**src/rtl/axisoc_uart_pkg.sv**
```systemverilog
// Shared UART types and constants for the axisoc serial blocks.
// Holds the receiver FSM state encoding and the baud divisor helper.
package axisoc_uart_pkg;

    localparam int UART_DATA_BITS = 8;

    typedef enum logic [2:0] {
        ST_IDLE,
        ST_START,
        ST_DATA,
        ST_PARITY,
        ST_STOP,
        ST_BREAK
    } uart_state_e;

    // Rounded clock cycles per bit for a given clock and baud rate.
    function automatic int calc_clks_per_bit(input int clk_hz, input int baud);
        return (clk_hz + baud / 2) / baud;
    endfunction

endpackage

```
**src/rtl/axisoc_uart_sync2.sv**
```systemverilog
// Two-flop synchronizer for an asynchronous single-bit input.
// RESET_VAL sets the value both flops take while in reset.
module axisoc_uart_sync2 #(
    parameter logic RESET_VAL = 1'b1
) (
    input  logic i_clk,
    input  logic i_rst,
    input  logic i_d,
    output logic o_q
);

    logic r_meta;
    logic r_sync;

    always_ff @(posedge i_clk) begin
        if (i_rst) begin
            r_meta <= RESET_VAL;
            r_sync <= RESET_VAL;
        end else begin
            r_meta <= i_d;
            r_sync <= r_meta;
        end
    end

    assign o_q = r_sync;

endmodule

```
**src/rtl/axisoc_uart_rx.sv**
```systemverilog
// 8N1 UART receiver with a one-entry valid/ready output buffer.
// Define AXISOC_UART_RX_PARITY_EN to add an even-parity bit after bit 7.
module axisoc_uart_rx
    import axisoc_uart_pkg::*;
#(
    parameter int CLKS_PER_BIT = 434
) (
    input  logic       Clock,
    input  logic       Reset,
    input  logic       iRX,
    input  logic       iReady,
    output logic [7:0] oData,
    output logic       oValid,
    output logic       oFrameError,
    output logic       oOverrun,
    output logic       oBusy
);

    localparam int CW = $clog2(CLKS_PER_BIT);
    localparam int IW = $clog2(UART_DATA_BITS);
    localparam logic [CW-1:0] C_LAST = CW'(CLKS_PER_BIT - 1);
    localparam logic [CW-1:0] C_HALF = CW'(CLKS_PER_BIT / 2 - 1);
    localparam logic [IW-1:0] I_LAST = IW'(UART_DATA_BITS - 1);

    logic                      w_rxs;
    logic                      w_par_ok;
    uart_state_e               r_state;
    logic [CW-1:0]             r_cnt;
    logic [IW-1:0]             r_idx;
    logic [UART_DATA_BITS-1:0] r_shift;
    logic                      r_good;
    logic                      r_bad;

    axisoc_uart_sync2 #(
        .RESET_VAL(1'b1)
    ) u_sync (
        .i_clk(Clock),
        .i_rst(Reset),
        .i_d  (iRX),
        .o_q  (w_rxs)
    );

`ifdef AXISOC_UART_RX_PARITY_EN
    logic r_par;
    assign w_par_ok = ~(r_par ^ (^r_shift));
`else
    assign w_par_ok = 1'b1;
`endif

    // r_good/r_bad strobe the buffer one cycle after the stop sample.
    always_ff @(posedge Clock) begin
        if (Reset) begin
            r_state <= ST_IDLE;
            r_cnt   <= '0;
            r_idx   <= '0;
            r_shift <= '0;
            r_good  <= 1'b0;
            r_bad   <= 1'b0;
`ifdef AXISOC_UART_RX_PARITY_EN
            r_par   <= 1'b0;
`endif
        end else begin
            r_good <= 1'b0;
            r_bad  <= 1'b0;
            r_cnt  <= r_cnt + 1'b1;
            case (r_state)
                ST_IDLE: begin
                    r_cnt <= '0;
                    if (!w_rxs) r_state <= ST_START;
                end
                ST_START: begin
                    if (r_cnt == C_HALF) begin
                        r_cnt   <= '0;
                        r_idx   <= '0;
                        r_state <= w_rxs ? ST_IDLE : ST_DATA;
                    end
                end
                ST_DATA: begin
                    if (r_cnt == C_LAST) begin
                        r_cnt   <= '0;
                        r_shift <= {w_rxs, r_shift[UART_DATA_BITS-1:1]};
                        r_idx   <= r_idx + 1'b1;
                        if (r_idx == I_LAST) begin
`ifdef AXISOC_UART_RX_PARITY_EN
                            r_state <= ST_PARITY;
`else
                            r_state <= ST_STOP;
`endif
                        end
                    end
                end
`ifdef AXISOC_UART_RX_PARITY_EN
                ST_PARITY: begin
                    if (r_cnt == C_LAST) begin
                        r_cnt   <= '0;
                        r_par   <= w_rxs;
                        r_state <= ST_STOP;
                    end
                end
`endif
                ST_STOP: begin
                    if (r_cnt == C_LAST) begin
                        r_cnt <= '0;
                        if (w_rxs && w_par_ok) begin
                            r_good  <= 1'b1;
                            r_state <= ST_IDLE;
                        end else begin
                            r_bad   <= 1'b1;
                            r_state <= ST_BREAK;
                        end
                    end
                end
                ST_BREAK: begin
                    r_cnt <= '0;
                    if (w_rxs) r_state <= ST_IDLE;
                end
                default: begin
                    r_cnt   <= '0;
                    r_state <= ST_IDLE;
                end
            endcase
        end
    end

    always_ff @(posedge Clock) begin
        if (Reset) begin
            oData       <= '0;
            oValid      <= 1'b0;
            oFrameError <= 1'b0;
            oOverrun    <= 1'b0;
        end else begin
            oFrameError <= r_bad;
            oOverrun    <= 1'b0;
            if (r_good) begin
                if (!oValid || iReady) begin
                    oData  <= r_shift;
                    oValid <= 1'b1;
                end else begin
                    oOverrun <= 1'b1;
                end
            end else if (oValid && iReady) begin
                oValid <= 1'b0;
            end
        end
    end

    assign oBusy = (r_state != ST_IDLE);

endmodule

```
**config.mk**
```make
export PLATFORM = sky130hd
export DESIGN_NAME = axisoc_uart_rx
export DESIGN_NICKNAME = d
export VERILOG_FILES = /design/src/rtl/axisoc_uart_pkg.sv /design/src/rtl/axisoc_uart_sync2.sv /design/src/rtl/axisoc_uart_rx.sv
export SDC_FILE = /design/constraint.sdc
export NUM_CORES = 1
export LEC_CHECK = 0
export CAP_MARGIN = 40
export CORE_ASPECT_RATIO = 1.25
export CORE_MARGIN = 5
export CORE_UTILIZATION = 50
export DETAILED_ROUTE_END_ITERATION = 6
export PLACE_DENSITY = 0.79
export SKIP_LAST_GASP = 1
export SYNTH_ARGS = -nofsm -noshare
export SYNTH_HDL_FRONTEND = slang
export SYNTH_HIERARCHICAL = 1
export SYNTH_SLANG_ARGS = --single-unit
```
**constraint.sdc**
```tcl
create_clock -name Clock -period 4.2 [get_ports Clock]
set_input_delay 0.84 -clock Clock [delete_from_list [all_inputs] [get_ports Clock]]
set_output_delay 0.84 -clock Clock [all_outputs]
set_load 0.1 [all_outputs]
```
Word level (Yosys, flattened, before mapping)
Index checks and enable logic that the tools add are counted.
- bits in registers: 38
- word-level logic and storage cells: 67
- output and inout bits: 12
- mux-type cells: 21
- equal/unequal tests: 14
- reductions and logical operators: 15
- bitwise logic cells: 3
- add/subtract/negate cells: 2
- operator list (kind ; number):
    $mux W3 ; 9
    $mux W9 ; 2
    $pmux W9 S2 ; 1
    $pmux W3 S5 ; 1
    $ne A2 B2 Y1 const B ; 5
    $add A9 B1 Y9 const B ; 1
    $eq A3 B3 Y1 const B ; 3
    $eq A9 B8 Y1 const B ; 1
    $eq A9 B9 Y1 const B ; 1
    $mux W1 ; 6
    $pmux W3 S2 ; 1
    $reduce_and A2 Y1 ; 3
    $reduce_and A6 Y1 ; 1
    $ne A2 B1 Y1 const B ; 2
    $reduce_bool A2 Y1 ; 2
    $reduce_or A2 Y1 ; 2
    $add A3 B1 Y3 const B ; 1
    $eq A3 B1 Y1 const B ; 1
    $eq A3 B2 Y1 const B ; 1
    $logic_not A3 Y1 ; 1
    $not A1 Y1 ; 3
    $reduce_and A3 Y1 ; 1
    $reduce_bool A3 Y1 ; 1
    $reduce_or A3 Y1 ; 1
    other kinds (4) ; 4

Longest topological paths before layout
- depth after elaboration: 4
- gate-level depth with buffers: 6

By module
The synthesis kept the hierarchy.
- by module, submodules not included (module ; instances ; area each (µm²) ; sequential area each (µm²) ; cells each):
    axisoc_uart_rx ; 1 ; 1594.0 ; 720.7 ; 164
    axisoc_uart_sync2 ; 1 ; 52.6 ; 40.0 ; 4

Worst setup path before layout
No wires, ideal clock.
- path kind: register to output
- start: register r_state[2]
- end: output oBusy
- cell stages (with the launch flop): 3
- data required time: 3360 ps
- setup slack: 2188 ps
- arrival time: 1172 ps
- path buffers: 1
- cell sequence: dfxtp_1 > buf_4 > or3_2
- longest elaborated chain between the ends: 1
- RTL lines (what ; line ; RTL):
    start: declaration ; axisoc_uart_rx.sv:27 ; uart_state_e r_state;
    start signal: assignment ; axisoc_uart_rx.sv:75 ; r_state <= w_rxs ? ST_IDLE : ST_DATA;
    $reduce_bool A3 Y1 ; axisoc_uart_rx.sv:147 ; assign oBusy = (r_state != ST_IDLE);
    end: declaration ; axisoc_uart_rx.sv:16 ; output logic oBusy
No other way between the ends.

Worst setup path in the final report
Ends and elaborated chain as after synthesis.

==> impl_metrics.env <==
export IMPL_rsz0062_at_grt="false"
export IMPL_yosys_register_bits=38
export IMPL_synth_xor_area_share_pct=4.79
export IMPL_tns_ps=0
export IMPL_p_leak_nw=0.924
export IMPL_power_total_uw=746
export IMPL_syn_nets=177
export IMPL_die_h_microns=74.2
export IMPL_synth_async_reset_ratio_pct=0
export IMPL_endpoint_kind="output port"
export IMPL_fin_util_pct=65.9
export IMPL_drt_first_pass_iters=4
export IMPL_path_cells="or3_2, clkdlybuf4s50_1, buf_8"
export IMPL_finalMaxSlewViolations=0
export IMPL_cts_root_buffer="clkbuf_8"
export IMPL_crit_family="buffers and inverters"
export IMPL_vias=1302
export IMPL_postCtsSetupBuffers=0
export IMPL_io_pins=16
export IMPL_synth_compound_area_share_pct=6.23
export IMPL_nNetsFinal=205
export IMPL_yosysWarnings=6
export IMPL_synthMuxAreaShare_pct=12.2
export IMPL_gr_total_overflow=0
export IMPL_start_kind="register"
export IMPL_outcome="finished clean"
export IMPL_synthSimpleGateAreaFrac_pct=21.4
export IMPL_min_path_type="reg2reg"
export IMPL_worst_ep_arrival_time_ps=1830
export IMPL_dp_slack_ps=1460
export IMPL_r2r_start="r_cnt[0]"
export IMPL_synth_cell_types=40
export IMPL_setup_viol=0
export IMPL_cts_sinks=38
export IMPL_fin_crit_ps=2670
export IMPL_drc=0
export IMPL_holdWs_ps=441
export IMPL_gp_congestion=0.895
export IMPL_slowest_stage="or3_2"
export IMPL_max_stage_delay_ps=500
export IMPL_vdd_drop_max_mv=0.242
export IMPL_fin_crit_sh_pct=63.7
export IMPL_reg2reg_slack_ps=2300
export IMPL_area_growth_pct=27.8
export IMPL_path_class="reg2out"
export IMPL_synth_main_ff_cell="dfxtp_1"
export IMPL_drt_iter0_markers=79
export IMPL_path_clk_slew_ps=70
export IMPL_dieArea_sq_um=4550
export IMPL_ant_nets=0
export IMPL_cts_inserted_buffers=5
export IMPL_globalRouteTotalUtil_pct=15.8
export IMPL_hold_end="oFrameError"
export IMPL_drv_cap=0
export IMPL_grt_pass1_wl_microns=5430
export IMPL_core_area_sq_um=3190
export IMPL_cts_hold_fix_buffers=0
export IMPL_seq_area_frac_synth_pct=46.2
export IMPL_port_buffers=15
export IMPL_final_hold_violation_count=0
export IMPL_htreeDepth=2
export IMPL_worstMarginPinSlew_ps=826
export IMPL_diodes=0
export IMPL_grt_pass1_vias=1268
export IMPL_wl_microns=3140
export IMPL_power_density_nw_per_um2=355
export IMPL_path_buf_inv=2
export IMPL_post_cts_resized=0
export IMPL_synth_top_family_by_area="simple AND/OR/NAND/NOR gates"
export IMPL_cts_buffer_depth=2
export IMPL_worstHoldStart="r_bad"
export IMPL_reg2reg_to="r_state[1]"
export IMPL_cts_tree="done"
export IMPL_grt_max_degree=25
export IMPL_viasPerCell=5.56
export IMPL_rows=23
export IMPL_antenna_found_initial=0
export IMPL_holdPathStages=1
export IMPL_die_w_microns=61.3
export IMPL_drive_above_1_share_pct=13.7
export IMPL_fillers=240
export IMPL_fin_skew_ps=8.17
export IMPL_slew_headroom_pct=44.8
export IMPL_post_drt_wl_per_cell_microns=13.4
export IMPL_hpwl_microns=2330
export IMPL_r2r_cells=5
export IMPL_setup_slack_ps=1530
export IMPL_postSynthCellCount=168
export IMPL_fmax_mhz=374
export IMPL_syn_cell_area_sq_um=1650
export IMPL_synth_edf_count=0
export IMPL_cp_required_ps=3360
export IMPL_clk_latency_ps=280
export IMPL_avgSynthCellArea_sq_um=9.80
export IMPL_start_util_pct=51.5
export IMPL_synth_fa_ha_area_share_pct=3.80
export IMPL_crit_path_max_fanout=10
==> flip-flops by register name (all words and copies together), names as in the netlist, 3 cells and up <==
name	flops
r_cnt	9
oData	8
r_idx	3
r_shift	8
r_state	3
==> routing by layer <==
metal  wire length, microns  GRT usage, %
met3                    162          5.21
met4                    109          8.43
met5                      0             0
met1                   1270          16.8
met2                   1600          27.1
==> per-stage QoR <==
| step | cell area, sq um | cells |
|---|---|---|
| after global routing | 2100 | 234 |
| final | 2100 | 234 |
| after detailed placement | 1970 | 226 |
| after CTS | 2100 | 234 |
| after floorplan | 1650 | 168 |
| after global placement | 1790 | 214 |
==> where the power goes <==
group / switching, mW / internal, mW / total [mW]
sequential: 0.00209 / 0.362 / 0.364
combinational: 0.0128 / 0.00809 / 0.0209
clock: 0.124 / 0.238 / 0.362
total: 0.139 / 0.608 / 0.746
==> kinds of logic after synthesis <==
logic type / Yosys count
AO/OA/AOI/OAI: 13
XOR/XNOR: 9
adder cells (fa/ha/maj): 5
buffers and inverters: 15
flip-flops: 38
multiplexers: 20
AND/OR/NAND/NOR: 68
==> cell type report <==
cell class | count | area (sq um) | share of cell area (%)
clock inverters | 3 | 68.8 | 3.27
clock buffers | 5 | 68.8 | 3.27
multi-input cells | 115 | 796 | 37.8
inverters | 9 | 33.8 | 1.61
repair buffers | 27 | 330 | 15.7
flip-flops and latches | 38 | 761 | 36.1
well taps | 37 | 46.3 | 2.20
==> cell usage in the layout, fill, tap and decap left out, types with 2 or more instances in the layout <==
cell / netlist / final
buf_8: 0 / 12
nand4_1: 3 / 3
a21oi_1: 3 / 3
xnor2_1: 5 / 5
xor2_1: 4 / 4
or2_1: 2 / 2
or3_1: 2 / 2
inv_1: 9 / 9
nor2_1: 32 / 32
nand2_1: 8 / 8
mux2i_1: 20 / 20
nor3_1: 2 / 2
ha_1: 5 / 5
nand2b_1: 2 / 2
clkbuf_8: 0 / 5
bufinv_16: 0 / 2
dfxtp_1: 38 / 38
clkdlybuf4s50_1: 0 / 15
o21ai_0: 3 / 3
nand3_1: 3 / 3
==> cell usage after synthesis (2+ instances only) <==
cell,number,area share [%]
buf_6,4,2.7
xor2_1,4,2.1
nor3_1,2,0.61
ha_1,5,3.8
or3_1,2,0.76
nand2b_1,2,0.76
nand2_1,8,1.8
inv_1,9,2.1
xnor2_1,5,2.7
nand4_1,3,1.1
a21oi_1,3,0.91
dfxtp_1,38,46
nor2_1,32,7.3
or2_1,2,0.76
o21ai_0,3,0.91
mux2i_1,20,12
nand3_1,3,0.91
==> how the worst max path moves through the flow <==
stage / cells past startpoint / slack (ps) / start / end
finish: 3 / 1530 / r_state[2] / oBusy
global route: 3 / 1470 / r_state[2] / oBusy
CTS: 3 / 1520 / r_state[2] / oBusy
detailed placement: 4 / 1460 / Reset / r_state[2]
global placement: 2 / 1530 / r_state[2] / oBusy
floorplan: 2 / 2190 / r_state[2] / oBusy
Power figures use the tool's default switching activity.
